==> config.mk <==
export PLATFORM = sky130hd
export DESIGN_NAME = mult_seq_ctrl_flat
export DESIGN_NICKNAME = d
export VERILOG_FILES = /design/src/rtl/mult_pkg.sv /design/src/rtl/mult_seq_ctrl_if.sv /design/src/rtl/CLA_16.sv /design/src/rtl/mult_seq_ctrl.sv /design/src/flat_wrapper.sv
export SDC_FILE = /design/constraint.sdc
export NUM_CORES = 1
export LEC_CHECK = 0
export ABC_CLOCK_PERIOD_IN_PS = 6900
export CELL_PAD_IN_SITES_DETAIL_PLACEMENT = 0
export CELL_PAD_IN_SITES_GLOBAL_PLACEMENT = 1
export CORE_UTILIZATION = 43
export DETAILED_ROUTE_END_ITERATION = 7
export HOLD_SLACK_MARGIN = 0.02
export PLACE_DENSITY_LB_ADDON = 0.25
export SETUP_SLACK_MARGIN = 0.5
export SYNTH_ARGS = -nofsm -noshare
export SYNTH_HDL_FRONTEND = slang
export SYNTH_SLANG_ARGS = --single-unit
==> constraint.sdc <==
create_clock -name clk -period 6.9 [get_ports clk]
set_input_delay 1.035 -clock clk [delete_from_list [all_inputs] [get_ports clk]]
set_output_delay 1.035 -clock clk [all_outputs]
set_load 0.05 [all_outputs]
==> src/rtl/mult_pkg.sv <==
// Shared types and constants for the sequential shift-add multiplier.
package mult_pkg;

    localparam int unsigned OP_W      = 8;
    localparam int unsigned PROD_W    = 16;
    localparam logic [2:0]  ITER_LAST = 3'd7;

    // 2'd3 is unused; the controller recovers from it to IDLE.
    typedef enum logic [1:0] {
        IDLE = 2'd0,
        RUN  = 2'd1,
        DONE = 2'd2
    } state_e;

endpackage

==> src/rtl/mult_seq_ctrl_if.sv <==
// Start/busy/done handshake plus operand and product buses of the multiplier.
interface mult_seq_ctrl_if;
    import mult_pkg::*;

    logic              start;
    logic [OP_W-1:0]   a;
    logic [OP_W-1:0]   b;
    logic              busy;
    logic              done;
    logic [PROD_W-1:0] p;

    modport master (output start, a, b, input busy, done, p);
    modport slave  (input start, a, b, output busy, done, p);

endinterface

==> src/rtl/CLA_16.sv <==
// 16-bit carry-lookahead adder: four 4-bit groups joined by a second lookahead level.
module CLA_16 (
    input  logic [15:0] x,
    input  logic [15:0] y,
    input  logic        cin,
    output logic [15:0] s,
    output logic        gg,
    output logic        pp
);
    logic [15:0] w_g;
    logic [15:0] w_p;
    logic [3:0]  w_grp_g;
    logic [3:0]  w_grp_p;
    logic [3:0]  w_grp_c;

    assign w_g = x & y;
    assign w_p = x ^ y;

    always_comb begin
        for (int i = 0; i < 4; i++) begin
            w_grp_p[i] = &w_p[4*i +: 4];
            w_grp_g[i] = w_g[4*i+3]
                       | (w_p[4*i+3] & w_g[4*i+2])
                       | (&w_p[4*i+2 +: 2] & w_g[4*i+1])
                       | (&w_p[4*i+1 +: 3] & w_g[4*i]);
        end
    end

    assign w_grp_c[0] = cin;
    assign w_grp_c[1] = w_grp_g[0] | (w_grp_p[0] & cin);
    assign w_grp_c[2] = w_grp_g[1] | (w_grp_p[1] & w_grp_g[0]) | (&w_grp_p[1:0] & cin);
    assign w_grp_c[3] = w_grp_g[2] | (w_grp_p[2] & w_grp_g[1])
                      | (&w_grp_p[2:1] & w_grp_g[0]) | (&w_grp_p[2:0] & cin);

    assign gg = w_grp_g[3] | (w_grp_p[3] & w_grp_g[2])
              | (&w_grp_p[3:2] & w_grp_g[1]) | (&w_grp_p[3:1] & w_grp_g[0]);
    assign pp = &w_grp_p;

    always_comb begin
        logic v_c;
        s = '0;
        for (int i = 0; i < 4; i++) begin
            v_c = w_grp_c[i];
            for (int j = 0; j < 4; j++) begin
                s[4*i+j] = w_p[4*i+j] ^ v_c;
                v_c      = w_g[4*i+j] | (w_p[4*i+j] & v_c);
            end
        end
    end

endmodule

==> src/rtl/mult_seq_ctrl.sv <==
// Sequential 8x8 unsigned shift-add multiplier; one CLA_16 is reused on every iteration.
module mult_seq_ctrl
    import mult_pkg::*;
#(
    parameter bit SKIP_ZERO = 1'b0
) (
    input  logic           clk,
    input  logic           rst,
    mult_seq_ctrl_if.slave bus
);
    state_e            r_state;
    state_e            w_state_d;
    logic [PROD_W-1:0] r_mcand_sh;
    logic [PROD_W-1:0] r_acc;
    logic [PROD_W-1:0] r_p;
    logic [OP_W-1:0]   r_mplr;
    logic [2:0]        r_cnt;
    logic [PROD_W-1:0] w_sum;
    logic [PROD_W-1:0] w_acc_d;
    logic              w_last;
    logic              w_gg;
    logic              w_pp;
    logic              w_unused_gp;

    CLA_16 u_cla (
        .x   (r_acc),
        .y   (r_mcand_sh),
        .cin (1'b0),
        .s   (w_sum),
        .gg  (w_gg),
        .pp  (w_pp)
    );

    assign w_unused_gp = w_gg ^ w_pp;

    assign w_acc_d = r_mplr[0] ? w_sum : r_acc;
    // Early exit looks at the multiplier bits that remain after this iteration's shift.
    assign w_last  = (r_cnt == ITER_LAST) || (SKIP_ZERO && (r_mplr[OP_W-1:1] == '0));

    always_ff @(posedge clk) begin
        if (rst) begin
            r_state <= IDLE;
        end else begin
            r_state <= w_state_d;
        end
    end

    always_comb begin
        w_state_d = r_state;
        case (r_state)
            IDLE:    if (bus.start) w_state_d = RUN;
            RUN:     if (w_last) w_state_d = DONE;
            DONE:    w_state_d = bus.start ? RUN : IDLE;
            default: w_state_d = IDLE;
        endcase
    end

    always_ff @(posedge clk) begin
        if (rst) begin
            r_mcand_sh <= '0;
            r_mplr     <= '0;
            r_acc      <= '0;
            r_cnt      <= '0;
            r_p        <= '0;
        end else begin
            case (r_state)
                IDLE, DONE: begin
                    if (bus.start) begin
                        r_mcand_sh <= {{(PROD_W-OP_W){1'b0}}, bus.a};
                        r_mplr     <= bus.b;
                        r_acc      <= '0;
                        r_cnt      <= '0;
                    end
                end
                RUN: begin
                    r_acc      <= w_acc_d;
                    r_mcand_sh <= r_mcand_sh << 1;
                    r_mplr     <= r_mplr >> 1;
                    r_cnt      <= r_cnt + 3'd1;
                    if (w_last) r_p <= w_acc_d;
                end
                default: ;
            endcase
        end
    end

    assign bus.busy = (r_state == RUN);
    assign bus.done = (r_state == DONE);
    assign bus.p    = r_p;

endmodule

==> src/flat_wrapper.sv <==
// flat-port wrapper written by rule: the top's interface ports become plain ports
module mult_seq_ctrl_flat import mult_pkg::*;
#(
    parameter bit SKIP_ZERO = 1'b0
)
  (clk, rst, bus_start, bus_a, bus_b, bus_busy, bus_done, bus_p);
  mult_seq_ctrl_if bus_i ();
  input  logic clk;
  input  logic rst;
  input wire logic [$bits(bus_i.start)-1:0] bus_start;
  input wire logic [$bits(bus_i.a)-1:0] bus_a;
  input wire logic [$bits(bus_i.b)-1:0] bus_b;
  output wire logic [$bits(bus_i.busy)-1:0] bus_busy;
  output wire logic [$bits(bus_i.done)-1:0] bus_done;
  output wire logic [$bits(bus_i.p)-1:0] bus_p;
  assign bus_i.start = bus_start;
  assign bus_i.a = bus_a;
  assign bus_i.b = bus_b;
  assign bus_busy = bus_i.busy;
  assign bus_done = bus_i.done;
  assign bus_p = bus_i.p;
  mult_seq_ctrl #(.SKIP_ZERO(SKIP_ZERO)) u_core (.clk(clk), .rst(rst), .bus(bus_i));
endmodule
## Word-level counts from Yosys, hierarchy flattened

Index checks and enable logic that the tools add are counted.

| storage, ports and cells | value |
|---|---|
| flip-flop bits (word level) | 61 |
| output and inout bits | 18 |
| logic and storage cells | 104 |

| operators by class | value |
|---|---|
| $add $sub $neg | 1 |
| eq/ne operators | 6 |
| mux-type cells | 13 |
| bitwise operators | 63 |
| reduce and logical (&&, ||, !) cells | 15 |

Operators by type and width:

| cell | count |
|---|---|
| $pmux 16 s2 | 2 |
| $mux 16 | 3 |
| $and 1x1->1 | 23 |
| $or 1x1->1 | 23 |
| $pmux 8 s2 | 1 |
| $xor 16x16->16 | 1 |
| $and 15x15->15 | 1 |
| $xor 1x1->1 | 15 |
| $reduce_and 2->1 | 6 |
| $reduce_and 3->1 | 3 |
| $mux 8 | 1 |
| $reduce_and 4->1 | 2 |
| $reduce_and 8->1 | 1 |
| $pmux 2 s3 | 1 |
| $pmux 3 s2 | 1 |
| $mux 2 | 2 |
| $ne 2x2->1 const B | 2 |
| $add 3x1->3 const B | 1 |
| $eq 3x3->1 const B | 1 |
| $mux 3 | 1 |
| $eq 2x1->1 const B | 1 |
| $eq 2x2->1 const B | 1 |
| $logic_not 2->1 | 1 |
| $ne 2x1->1 const B | 1 |
| other kinds (3) | 3 |

## Logic depth before layout (Yosys ltp)

Gate-level depths: netlist of run 1.

| logic depth | value |
|---|---|
| word-level depth | 17 |
| depth in mapped cells | 14 |

## By module

From an unflattened synthesis of run 1, not the netlist that was laid out.

| second synthesis, totals | value |
|---|---|
| cells, all modules | 335 |
| area total of the unflattened synthesis | 3120.5 um^2 |

Modules (own cells, without submodules):

| module | times used | cells each | area each (um^2) | seq. area each (um^2) |
|---|---|---|---|---|
| mult_seq_ctrl | 1 | 258 | 2411.1 | 1221.2 |
| CLA_16 | 1 | 77 | 709.4 | 0.0 |

## Worst setup path after synthesis of run 1

OpenSTA, ideal clock, no wires.

| path | value |
|---|---|
| path type | reg-to-reg |
| start | register u_core.r_acc[3] |
| end | register u_core.r_p[15], in the netlist u_core.bus.p[15] |
| setup time | 0.086 ns |
| data arrival time | 2.902 ns |
| required time | 6.814 ns |
| slack | 3.912 ns |
| cell stages (with the launch flop) | 14 |
| period minus slack after synthesis | 2.988 ns |
| path through | dfxtp_1 > ha_1 > nand2_1 > o21ai_0 > a21o_1 > o21ai_0 > fa_1 > fa_1 > inv_1 > fa_1 > xor2_1 > nand2_1 > xor2_1 > a211oi_1 |

| on the way | value |
|---|---|
| word-level cells in the longest chain between the ends | 15 |
| elaborated cells between the ends (all ways) | 20 |
| classes of those cells | 1 x mux; 17 x bitwise; 2 x reduce/logical |

RTL lines:

| what | line | text |
|---|---|---|
| start, declared | mult_seq_ctrl.sv:14 | `logic [PROD_W-1:0] r_acc;` |
| start signal, assigned | mult_seq_ctrl.sv:76 | `r_acc <= w_acc_d;` |
| $xor 16x16->16 | CLA_16.sv:17 | `assign w_p = x ^ y;` |
| $and 1x1->1 / $reduce_and 2->1 (equally long branches) | CLA_16.sv:23, CLA_16.sv:24 |  |
| $or 1x1->1 / $and 1x1->1 (equally long branches) | CLA_16.sv:23, CLA_16.sv:24 |  |
| $or 1x1->1 | CLA_16.sv:24 | `\| (&w_p[4*i+2 +: 2] & w_g[4*i+1])` |
| $or 1x1->1 (*) | CLA_16.sv:25 | `\| (&w_p[4*i+1 +: 3] & w_g[4*i]);` |
| $and 1x1->1 (*) | CLA_16.sv:33 | `\| (&w_grp_p[2:1] & w_grp_g[0]) \| (&w_grp_p[2:0] & cin);` |
| $or 1x1->1 (*) | CLA_16.sv:33 |  |
| $and 1x1->1 (*) | CLA_16.sv:46 | `v_c = w_g[4*i+j] \| (w_p[4*i+j] & v_c);` |
| $or 1x1->1 (*) | CLA_16.sv:46 |  |
| $and 1x1->1 (*) | CLA_16.sv:46 |  |
| $or 1x1->1 (*) | CLA_16.sv:46 |  |
| $and 1x1->1 (*) | CLA_16.sv:46 |  |
| $or 1x1->1 (*) | CLA_16.sv:46 |  |
| $xor 1x1->1 (*) | CLA_16.sv:45 | `s[4*i+j] = w_p[4*i+j] ^ v_c;` |
| $mux 16 (*) | mult_seq_ctrl.sv:36 | `assign w_acc_d = r_mplr[0] ? w_sum : r_acc;` |
| end signal, assigned | mult_seq_ctrl.sv:80 | `if (w_last) r_p <= w_acc_d;` |
| end, declared | mult_seq_ctrl.sv:15 | `logic [PROD_W-1:0] r_p;` |

Mark *: on every way between the ends. The rest lies on a longest branch, timed or not.
A chain may end at the register's enable or synchronous reset.

## Worst setup path after layout of run 1

Ends and elaborated chain as after synthesis.

==> metrics.txt, run 1 <==
Lkg Pwr 1.36 nW; die area 7360 um^2; Setup crit start u_core.r_acc[3]$_SDFFE_PP0P_; power density cells 234 nW/um^2; critical setup path kind reg2reg; number of synthesized register bits 61; peak clock frequency supported by timing 0.307 GHz; nets in the synthesized netlist 388; Post-Synthesis Mean Instance Area 8.78 um^2; Avg WL per Cell 14.1 um; final weighted congestion in routability-driven placement 0.724; Final period util 47.1%; number of cell instances on the worst register-to-register path 13; Inserted Clock Buffers 9; number of cell rows 30; Initial Util 44.4%; largest net degree at the start of global routing 63; type of the most critical hold path reg2reg; Synth Cell Area 3020 um^2; commonest cells after routing, fill and taps aside 61 x dfxtp_1, 57 x nor2_1, 50 x nand2_1; normalized max-slew margin 19.9%; FF-to-FF setup slack 3.65 ns; RSZ-0062 raised after global routing false; post-CTS setup-driven buffer insertion count 0; worst path bufs/invs 1; endpoints failing setup 0; stage delay of the slowest cell on the critical path 0.48 ns; number of placed I/O pins 37; Area growth, synth to finish 20.3%; combined global-route utilization of all metal layers 19.6%; count of nets left with antenna violations after detail routing 0; CTS H-tree lvls 3; latest clock arrival within the worst-skew pair 0.34 ns; largest clock skew in the final design 0.00924 ns; Horiz. Die Dim 85.8 um; Final min period 3.25 ns; count of unresolved DRC violations after routing 0; critical path's slowest cell fa_1; via count of the first global-routing pass 2,178; cell family contributing the most delay on the critical path adder cells; CTS tree done; Mapped Cells 344; Critical Path Start Type flop; total grt overflow 0; Die H 85.8 um; startpoint of the lowest-slack register-to-register path u_core.r_acc[3]$_SDFFE_PP0P_; capture point of the worst reg-to-reg path u_core.bus.p[15]$_SDFFE_PP0P_; Sinks on Clock Net 61; endpoint with the worst hold slack u_core.bus.p[13]$_SDFFE_PP0P_; IR drop worst, VDD 0.148 mV; critical path capture point type flop; placed cell areas 3380 um^2; number of vias in the routed layout 2,408; wire length of the first global-routing pass 10,900 um; distinct cell type count of the synthesized netlist 35; chain of cells forming the critical path ha_1 -> nand2_1 -> o21ai_0 -> a21o_1 -> o21ai_0 -> fa_1 -> fa_1 -> inv_1 -> fa_1 -> xor2_1 -> nand2_1 -> xor2_1 -> a211oi_1; number of antenna violations at the first check in global routing 0; outcome complete, no violations; fraction of layout cells with a size suffix above 1 6.97%; most common library cell in the layout ignoring fill and taps dfxtp_1; dpl hpwl 4420 um; Core Box Area 6790 um^2; number of hold violations in the final report 0; maxcap violations 0; DR vias/cell 5.13; Worst Tran Pin Value 1.20 ns; Post-Route Setup TNS 0 ns; pins over their slew limit 0; post-CTS sizing 0; total non-filler cell area in the finished layout 3630 um^2; Ys Warns 0; hold path cells 2; final WL 6610 um; Max Root-Sink Buffers 2; number of antenna cells inserted 0; Pre-Repair DR Iteration Count 4; share of synthesized area occupied by flip-flops and latches 40.4%; arrival time worst endpoint 3.43 ns; # hold bufs at CTS 0; number of buffer cells added on primary ports 36; final net count 412; clock-pin slew on the worst setup and hold paths 0.07 ns; min-delay src u_core.bus.p[13]$_SDFFE_PP0P_; cell mode on critical path fa_1; cell at the root of the clock tree clkbuf_8; critical path data required time 7.07 ns; critical path fanouts, max 3; number of DRC violations after detailed-routing iteration 0 135
state kept, by name, summed over array words and instances (netlist names):
register,flops
u_core.r_acc,16
u_core.r_state,2
u_core.r_mplr,8
u_core.r_mcand_sh,16
u_core.bus.p,16
u_core.r_cnt,3
report_power, final:
group          switching (W)  internal [W]
logic              0.0000501     0.0000315
clock network       0.000146      0.000249
registers         0.00000938      0.000363
cells in the mapped netlist:
cell type  number  area [um^2]
a211oi_1        6         45.0
buf_4           1         7.51
clkbuf_1       13         48.8
a211oi_2        4         50.1
dfxtp_1        61         1220
buf_1           1         3.75
and2_1          2         12.5
nor2_2          1         6.26
a21oi_1        18         90.1
o31ai_1         1         7.51
a211o_1         1         8.76
and4_1          1         8.76
buf_6           3         33.8
xor2_1          2         17.5
nor2b_1         2         12.5
a2bb2oi_1       2         17.5
a31oi_1         5         31.3
a311oi_1       14          123
nand2b_1        3         18.8
a22oi_1        13         97.6
nand3b_1        2         15.0
nand2_1        50          188
xnor2_1         3         26.3
fa_1           11          220
o211ai_1        6         45.0
buf_2           8         40.0
nor2_1         57          214
nand4b_1        1         8.76
inv_1          15         56.3
mux2i_1         9         90.1
ha_1           14          175
inv_6           1         8.76
nand3_1         8         40.0
a21o_1          2         15.0
o21ai_0         3         15.0
worst max-delay path by stage:
stage	endpoint	slack (ns)	cells past startpoint
2_1_floorplan	u_core.bus.p[15]$_SDFFE_PP0P_	3.91	13
3_3_place_gp	u_core.r_acc[11]$_SDFFE_PP0P_	3.60	5
3_5_place_dp	u_core.r_acc[11]$_SDFFE_PP0P_	3.59	5
4_1_cts	u_core.bus.p[15]$_SDFFE_PP0P_	3.59	13
5_1_grt	u_core.bus.p[15]$_SDFFE_PP0P_	3.38	13
6_report	u_core.bus.p[15]$_SDFFE_PP0P_	3.65	13
final cells by class:
class | instances | area [um^2]
timing repair buffer | 39 | 378
clock inverter | 6 | 110
tap | 96 | 120
clock buffer | 10 | 138
multi-input combinational | 241 | 1600
fill | 664 | 3160
inverter | 16 | 65.1
sequential | 61 | 1220
worst min-delay path, cell delays in order, from the launching register on:
cell,delay [ns]
dfxtp_1,0.31
nand2_1,0.05
a21oi_1,0.05
layer usage:
layer	wire [um]	global-route usage, %	share of wire (%)
met5	0	0	0
met4	110	8.18	1.7
met3	285	3.56	4.3
met2	2740	27.5	41
met1	3470	29.3	53
through the flow:
stage	hold slack, ns	total power, W	std cells	setup slack [ns]	util (%)
after floorplan	0.459	0.000437	344	3.91	-
after detailed placement	0.446	0.000462	453	3.59	49.8
final	0.454	0.000850	469	3.65	53.4
after global placement	0.441	0.000462	453	3.60	49.8
after CTS	0.455	0.000855	469	3.59	53.4
after global routing	0.478	0.000879	469	3.38	53.4
kinds of logic (layout without fill, tap and decap cells):
kind of cell               after synthesis  after routing  synth area share, %
DFF                                     61             61                 40.4
AOI/OAI and AO/OA                       75             75                 18.1
muxes                                    9              9                 2.98
buffers and inverters                   42             71                 6.59
and+or+nand+nor                        127            127                 17.4
adders and majority gates               25             25                 13.1
xor gates and xnor gates                 5              5                 1.45
Power figures use the tool's default switching activity.
==> run 2: changes to the inputs <==
--- a/config.mk
+++ b/config.mk
@@ -5,10 +5,10 @@
 export SDC_FILE = /design/constraint.sdc
 export NUM_CORES = 1
 export LEC_CHECK = 0
-export ABC_CLOCK_PERIOD_IN_PS = 6900
+export ABC_CLOCK_PERIOD_IN_PS = 3100
 export CELL_PAD_IN_SITES_DETAIL_PLACEMENT = 0
 export CELL_PAD_IN_SITES_GLOBAL_PLACEMENT = 1
-export CORE_UTILIZATION = 43
+export CORE_UTILIZATION = 42
 export DETAILED_ROUTE_END_ITERATION = 7
 export HOLD_SLACK_MARGIN = 0.02
 export PLACE_DENSITY_LB_ADDON = 0.25
==> constraint.sdc (replaced) <==
create_clock -name clk -period 3.1 [get_ports clk]
set_input_delay 0.465 -clock clk [delete_from_list [all_inputs] [get_ports clk]]
set_output_delay 0.465 -clock clk [all_outputs]
set_load 0.05 [all_outputs]
==> run 2 against run 1 <==
  * Setup slack got worse by 3.4 ns
  * Flip-flop and latch count unchanged
  * Register-to-register slack got worse by 3.4 ns
  * Die area rose by 2.3%
  * Clock skew fell by 0.0021 ns
  * Fmax grew 15%
  * Sequential share of layout area is 1.4 points lower
  * Final cell count is 3.2% higher
  * Critical endpoint is now u_core.bus.p[11]$_SDFFE_PP0P_
  * Largest power group is now registers
  * Highest routed layer unchanged
==> metrics.txt, run 2 (synthesized netlist as in run 1, its figures left out) <==
placed cell areas 3510 um^2 (was 3380 um^2); count of unresolved DRC violations after routing 0 (unchanged); number of cell instances on the worst register-to-register path 14 (was 13); Core Box Area 6870 um^2 (was 6790 um^2); Layout fillers 647 (was 664); fraction of layout cells with a size suffix above 1 22.2% (was 6.97%); capture point of the worst reg-to-reg path u_core.bus.p[11]$_SDFFE_PP0P_ (was u_core.bus.p[15]$_SDFFE_PP0P_); largest clock skew in the final design 0.00716 ns (was 0.00924 ns); Horiz. Die Dim 86.8 um (was 85.8 um); Sinks on Clock Net 61 (unchanged); normalized max-slew margin 32.2% (was 19.9%); Area growth, synth to finish 28.1% (was 20.3%); number of hold violations in the final report 0 (unchanged); # hold bufs at CTS 0 (unchanged); Lkg Pwr 1.41 nW (was 1.36 nW); number of DRC violations after detailed-routing iteration 0 153 (was 135); core occupancy in the finished layout 56.3% (was 53.4%); Worst Tran Pin Value 1.02 ns (was 1.20 ns); critical path capture point type flop (unchanged); Initial Util 44.0% (was 44.4%); clock-pin slew on the worst setup and hold paths 0.07 ns (about the same); peak clock frequency supported by timing 0.354 GHz (was 0.307 GHz); dpl hpwl 4570 um (was 4420 um); hold path cells 2 (unchanged); total non-filler cell area in the finished layout 3870 um^2 (was 3630 um^2); min-delay src u_core.bus.p[12]$_SDFFE_PP0P_ (was u_core.bus.p[13]$_SDFFE_PP0P_); CTS tree done (unchanged); power density cells 450 nW/um^2 (was 234 nW/um^2); endpoint with the worst hold slack u_core.bus.p[12]$_SDFFE_PP0P_ (was u_core.bus.p[13]$_SDFFE_PP0P_); maxcap violations 0 (unchanged); critical path fanouts, max 4 (was 3); number of antenna violations at the first check in global routing 0 (unchanged); DR vias/cell 5.19 (was 5.13); endpoints failing setup 0 (unchanged); largest net degree at the start of global routing 35 (was 63); wire length of the first global-routing pass 11,300 um (was 10,900 um); number of placed I/O pins 37 (unchanged); Die H 86.8 um (was 85.8 um); Pre-Repair DR Iteration Count 4 (unchanged); Final min period 2.83 ns (was 3.25 ns); pins over their slew limit 0 (unchanged); final WL 6900 um (was 6610 um); critical setup path kind reg2reg (unchanged); startpoint of the lowest-slack register-to-register path u_core.r_acc[5]$_SDFFE_PP0P_ (was u_core.r_acc[3]$_SDFFE_PP0P_); number of cell rows 30 (unchanged); outcome complete, no violations (unchanged); Avg WL per Cell 14.3 um (was 14.1 um); smallest hold slack 0.454 ns (about the same); final net count 428 (was 412); type of the most critical hold path reg2reg (unchanged); Final period util 91.2% (was 47.1%); RSZ-0062 raised after global routing true (was false); Max Root-Sink Buffers 2 (unchanged); arrival time worst endpoint 3.10 ns (was 3.43 ns); IR drop worst, VDD 0.256 mV (was 0.148 mV); count of nets left with antenna violations after detail routing 0 (unchanged); number of vias in the routed layout 2,514 (was 2,408); Post-Route Setup TNS 0 ns (unchanged); combined global-route utilization of all metal layers 19.8% (was 19.6%); die area 7530 um^2 (was 7360 um^2); cell at the root of the clock tree clkbuf_8 (unchanged); Critical Path Start Type flop (unchanged); most common library cell in the layout ignoring fill and taps nor2_1 (was dfxtp_1); number of antenna cells inserted 0 (unchanged); final weighted congestion in routability-driven placement 0.737 (was 0.724); CTS H-tree lvls 3 (unchanged); critical path data required time 3.37 ns (was 7.07 ns); FF-to-FF setup slack 0.27 ns (was 3.65 ns); commonest cells after routing, fill and taps aside 57 x nor2_1, 49 x nand2_1, 48 x dfxtp_1 (was 61 x dfxtp_1, 57 x nor2_1, 50 x nand2_1); number of buffer cells added on primary ports 36 (unchanged); total grt overflow 0 (unchanged); via count of the first global-routing pass 2,293 (was 2,178); Inserted Clock Buffers 9 (unchanged); latest clock arrival within the worst-skew pair 0.34 ns (about the same)
==> run 2: cell count changes in the layout (fill, tap and decap cells not counted), moves of 6 or more <==
cell     change
buf_4       +16
dfxtp_1     -13
dfxtp_2     +10
fa_1         -9
fa_2         +9
ha_1         -6
==> run 2: cell type report <==
class,instances,area [um^2],area share [%]
inverters,16,65.1,1.68
well taps,96,120,3.11
clock buffers,11,141,3.66
clock inverters,4,48.8,1.26
repair buffers,55,498,12.9
multi-input cells,241,1750,45.2
flip-flops and latches,61,1240,32.2
==> run 2: worst max-delay path by stage <==
stage | to | cells after the start | slack, ns | from
2_1_floorplan | u_core.bus.p[15]$_SDFFE_PP0P_ | 13 | 0.47 | u_core.r_mcand_sh[5]$_SDFFE_PP0P_
3_3_place_gp | u_core.r_acc[11]$_SDFFE_PP0P_ | 14 | 0.29 | u_core.r_acc[0]$_SDFFE_PP0P_
3_5_place_dp | u_core.r_acc[15]$_SDFFE_PP0P_ | 13 | 0.25 | u_core.r_acc[5]$_SDFFE_PP0P_
4_1_cts | u_core.r_acc[15]$_SDFFE_PP0P_ | 13 | 0.30 | u_core.r_mcand_sh[3]$_SDFFE_PP0P_
5_1_grt | u_core.bus.p[11]$_SDFFE_PP0P_ | 14 | 0.17 | u_core.r_acc[5]$_SDFFE_PP0P_
6_report | u_core.bus.p[11]$_SDFFE_PP0P_ | 14 | 0.27 | u_core.r_acc[5]$_SDFFE_PP0P_
==> run 2: repair_timing <==
item / CTS / global route
pin swaps: 16 / 13
gates resized for setup: 18 / 11
endpoints found under the setup margin: 12 / 12
setup buffers: 9 / 1
==> run 2: worst max-delay path: stages, from the launching register on <==
cell and delay, ns:
dfxtp_4 0.36, ha_4 0.23, a211o_1 0.30, o211ai_1 0.11
buf_4 0.16, nand2b_4 0.05, fa_2 0.33, inv_2 0.07
fa_2 0.19, inv_2 0.04, fa_2 0.34, xnor2_2 0.15
a21oi_2 0.23, nand2_1 0.10, a21oi_2 0.11
==> run 2: per-stage QoR <==
step / worst slack, ns / total power (W) / instances
6_report: 0.274 / 0.00174 / 484
5_1_grt: 0.165 / 0.00182 / 484
3_3_place_gp: 0.287 / 0.00104 / 459
4_1_cts: 0.298 / 0.00175 / 483
3_5_place_dp: 0.245 / 0.00104 / 459
2_1_floorplan: 0.469 / 0.000979 / 344
==> run 2: per-layer routing <==
layer | up-vias | part of all wire [%] | GRT usage, % | wire [um]
met5 | - | 0 | 0 | 0
li1 | 1264 | - | - | -
met4 | 0 | 1.2 | 5.61 | 81
met3 | 6 | 4.5 | 5.81 | 312
met1 | 1191 | 50 | 27.4 | 3450
met2 | 53 | 44 | 29.8 | 3060
==> run 2: power breakdown <==
part           leakage (nW)  internal [W]  switching (W)
Clock                0.0992      0.000388       0.000311
Combinational         0.810     0.0000871       0.000124
Sequential            0.502      0.000808      0.0000206
==> run 3: changes to the inputs <==
==> constraint.sdc (replaced) <==
create_clock -name clk -period 3.1 [get_ports clk]
set_input_delay 0.62 -clock clk [delete_from_list [all_inputs] [get_ports clk]]
set_output_delay 0.62 -clock clk [all_outputs]
set_load 0.05 [all_outputs]
==> run 3 against run 2 <==
  * Setup slack improved by 0.089 ns
  * Final cell count grew 0.21%
  * Via count hardly changed
  * Core utilization up 0.53 points
==> metrics.txt, run 3 (synthesized netlist as in run 1, its figures left out) <==
largest clock skew in the final design 0.0110 ns (was 0.00716 ns); core occupancy in the finished layout 56.8% (was 56.3%); maxcap violations 0 (unchanged); critical setup path kind reg2reg (unchanged); Lkg Pwr 1.42 nW (was 1.41 nW); fraction of power spent switching nets 26.0% (was 26.2%); Inserted Clock Buffers 9 (unchanged); pins over their slew limit 0 (unchanged); power density cells 452 nW/um^2 (was 450 nW/um^2); critical path capture point type flop (unchanged); CTS tree done (unchanged); CTS H-tree lvls 3 (unchanged); final weighted congestion in routability-driven placement 0.751 (was 0.737); endpoints failing setup 0 (unchanged); count of unresolved DRC violations after routing 0 (unchanged); Critical Path Start Type flop (unchanged); die area 7530 um^2 (unchanged); number of buffer cells added on primary ports 36 (unchanged); proportion of power drawn by flip-flops and latches 46.8% (was 47.7%); Pre-Repair DR Iteration Count 4 (unchanged); number of DRC violations after detailed-routing iteration 0 135 (was 153); area of all sequential standard cells 1250 um^2 (was 1240 um^2); Post-Route Setup TNS 0 ns (unchanged); count of nets left with antenna violations after detail routing 0 (unchanged); fraction of layout cells with a size suffix above 1 22.4% (was 22.2%); DR vias/cell 5.18 (was 5.19); number of antenna violations at the first check in global routing 0 (unchanged); Horiz. Die Dim 86.8 um (unchanged); final net count 429 (was 428); Final period util 88.3% (was 91.2%); placed cell areas 3500 um^2 (was 3510 um^2); number of placed I/O pins 37 (unchanged); combinational power share 12.4% (was 12.1%); cell at the root of the clock tree clkbuf_8 (unchanged); Avg WL per Cell 14.5 um (was 14.3 um); Core Box Area 6870 um^2 (unchanged); arrival time worst endpoint 3.00 ns (was 3.10 ns); outcome complete, no violations (unchanged); number of cell rows 30 (unchanged); normalized max-slew margin 49.6% (was 32.2%); IR drop worst, VDD 0.201 mV (was 0.256 mV); critical path fanouts, max 2 (was 4); Final min period 2.74 ns (was 2.83 ns); power dissipated by switching net loads 0.000460 W (was 0.000455 W); clock network fraction of design power 40.9% (was 40.2%); Area growth, synth to finish 29.3% (was 28.1%); largest net degree at the start of global routing 35 (unchanged); peak clock frequency supported by timing 0.365 GHz (was 0.354 GHz); multi-input combinational cell area 1760 um^2 (was 1750 um^2); commonest cells after routing, fill and taps aside 57 x nor2_1, 49 x nand2_1, 48 x dfxtp_1 (unchanged); total grt overflow 0 (unchanged); dpl hpwl 4520 um (was 4570 um); type of the most critical hold path reg2reg (unchanged); number of vias in the routed layout 2,512 (was 2,514); Initial Util 44.0% (unchanged); clock-pin slew on the worst setup and hold paths 0.07 ns (about the same); Worst Tran Pin Value 0.755 ns (was 1.02 ns); most common library cell in the layout ignoring fill and taps nor2_1 (unchanged); RSZ-0062 raised after global routing true (unchanged); Sinks on Clock Net 61 (unchanged); Int Pwr 0.00131 W (was 0.00128 W); Die H 86.8 um (unchanged); wire length of the first global-routing pass 11,700 um (was 11,300 um); via count of the first global-routing pass 2,308 (was 2,293); latest clock arrival within the worst-skew pair 0.34 ns (about the same); critical path data required time 3.37 ns (about the same); combined global-route utilization of all metal layers 20.7% (was 19.8%); number of antenna cells inserted 0 (unchanged); total non-filler cell area in the finished layout 3900 um^2 (was 3870 um^2); number of hold violations in the final report 0 (unchanged); final WL 7060 um (was 6900 um); Max Root-Sink Buffers 2 (unchanged); Layout fillers 640 (was 647)
## run 3: path summary, 6_finish.rpt
| path | slack, ns | depth (start not counted) | end | from |
|---|---|---|---|---|
| worst min register to register | 0.45 | 2 | u_core.bus.p[9]$_SDFFE_PP0P_ | u_core.bus.p[9]$_SDFFE_PP0P_ |
| worst max register to register | 0.36 | 14 | u_core.bus.p[11]$_SDFFE_PP0P_ | u_core.r_mcand_sh[5]$_SDFFE_PP0P_ |
| worst min-delay path | 0.45 | 2 | u_core.bus.p[9]$_SDFFE_PP0P_ | u_core.bus.p[9]$_SDFFE_PP0P_ |
| worst max-delay path | 0.36 | 14 | u_core.bus.p[11]$_SDFFE_PP0P_ | u_core.r_mcand_sh[5]$_SDFFE_PP0P_ |
## run 3: metrics by stage
step / hold slack (ns) / cells / total power, W / setup slack [ns]
2_1_floorplan: 0.459 / 344 / 0.000979 / 0.469
3_3_place_gp: 0.438 / 458 / 0.00104 / 0.301
3_5_place_dp: 0.448 / 458 / 0.00104 / 0.275
4_1_cts: 0.457 / 482 / 0.00178 / 0.363
5_1_grt: 0.484 / 485 / 0.00185 / 0.200
6_report: 0.454 / 485 / 0.00176 / 0.363
## run 3: power by group through the flow
stage               clock [W]  sequential [W]  combinational [W]
floorplan                   0        0.000843           0.000136
global placement            0        0.000847           0.000192
detailed placement          0        0.000848           0.000193
CTS                  0.000740        0.000827           0.000213
global route         0.000778        0.000828           0.000242
finish               0.000722        0.000825           0.000218
## run 3: timing repair
item / CTS / global route
setup buffers: 9 / 3
pin swaps: 14 / 10
hold buffers: 0 / 0
resized for setup: 23 / 9
endpoints found under the setup margin: 11 / 12
## run 3: area by class of cell
type / instances / share of cell area, %
sequential: 61 / 32.2
clock buffer: 11 / 3.88
multi-input combinational: 241 / 45.1
inverter: 16 / 1.67
timing repair buffer: 56 / 12.9
clock inverter: 4 / 1.22
tap: 96 / 3.08
## run 3: routing by layer
| metal | track usage (%) | share of wire [%] | vias to the layer above |
|---|---|---|---|
| li1 | - | - | 1266 |
| met3 | 5.14 | 3.7 | 7 |
| met2 | 30.1 | 44 | 57 |
| met4 | 7.27 | 1.2 | 0 |
| met5 | 0 | 0 | - |
| met1 | 29.8 | 52 | 1182 |
## run 3: critical path, stage by stage, from the launching register on
cell      delay [ns]
dfxtp_4         0.36
ha_4            0.23
a211o_1         0.26
o211ai_1        0.12
buf_4           0.16
nand2b_4        0.05
fa_2            0.33
inv_2           0.07
fa_2            0.19
inv_1           0.05
fa_2            0.33
xnor2_1         0.13
a21oi_1         0.16
nand2_1         0.08
a21oi_1         0.13
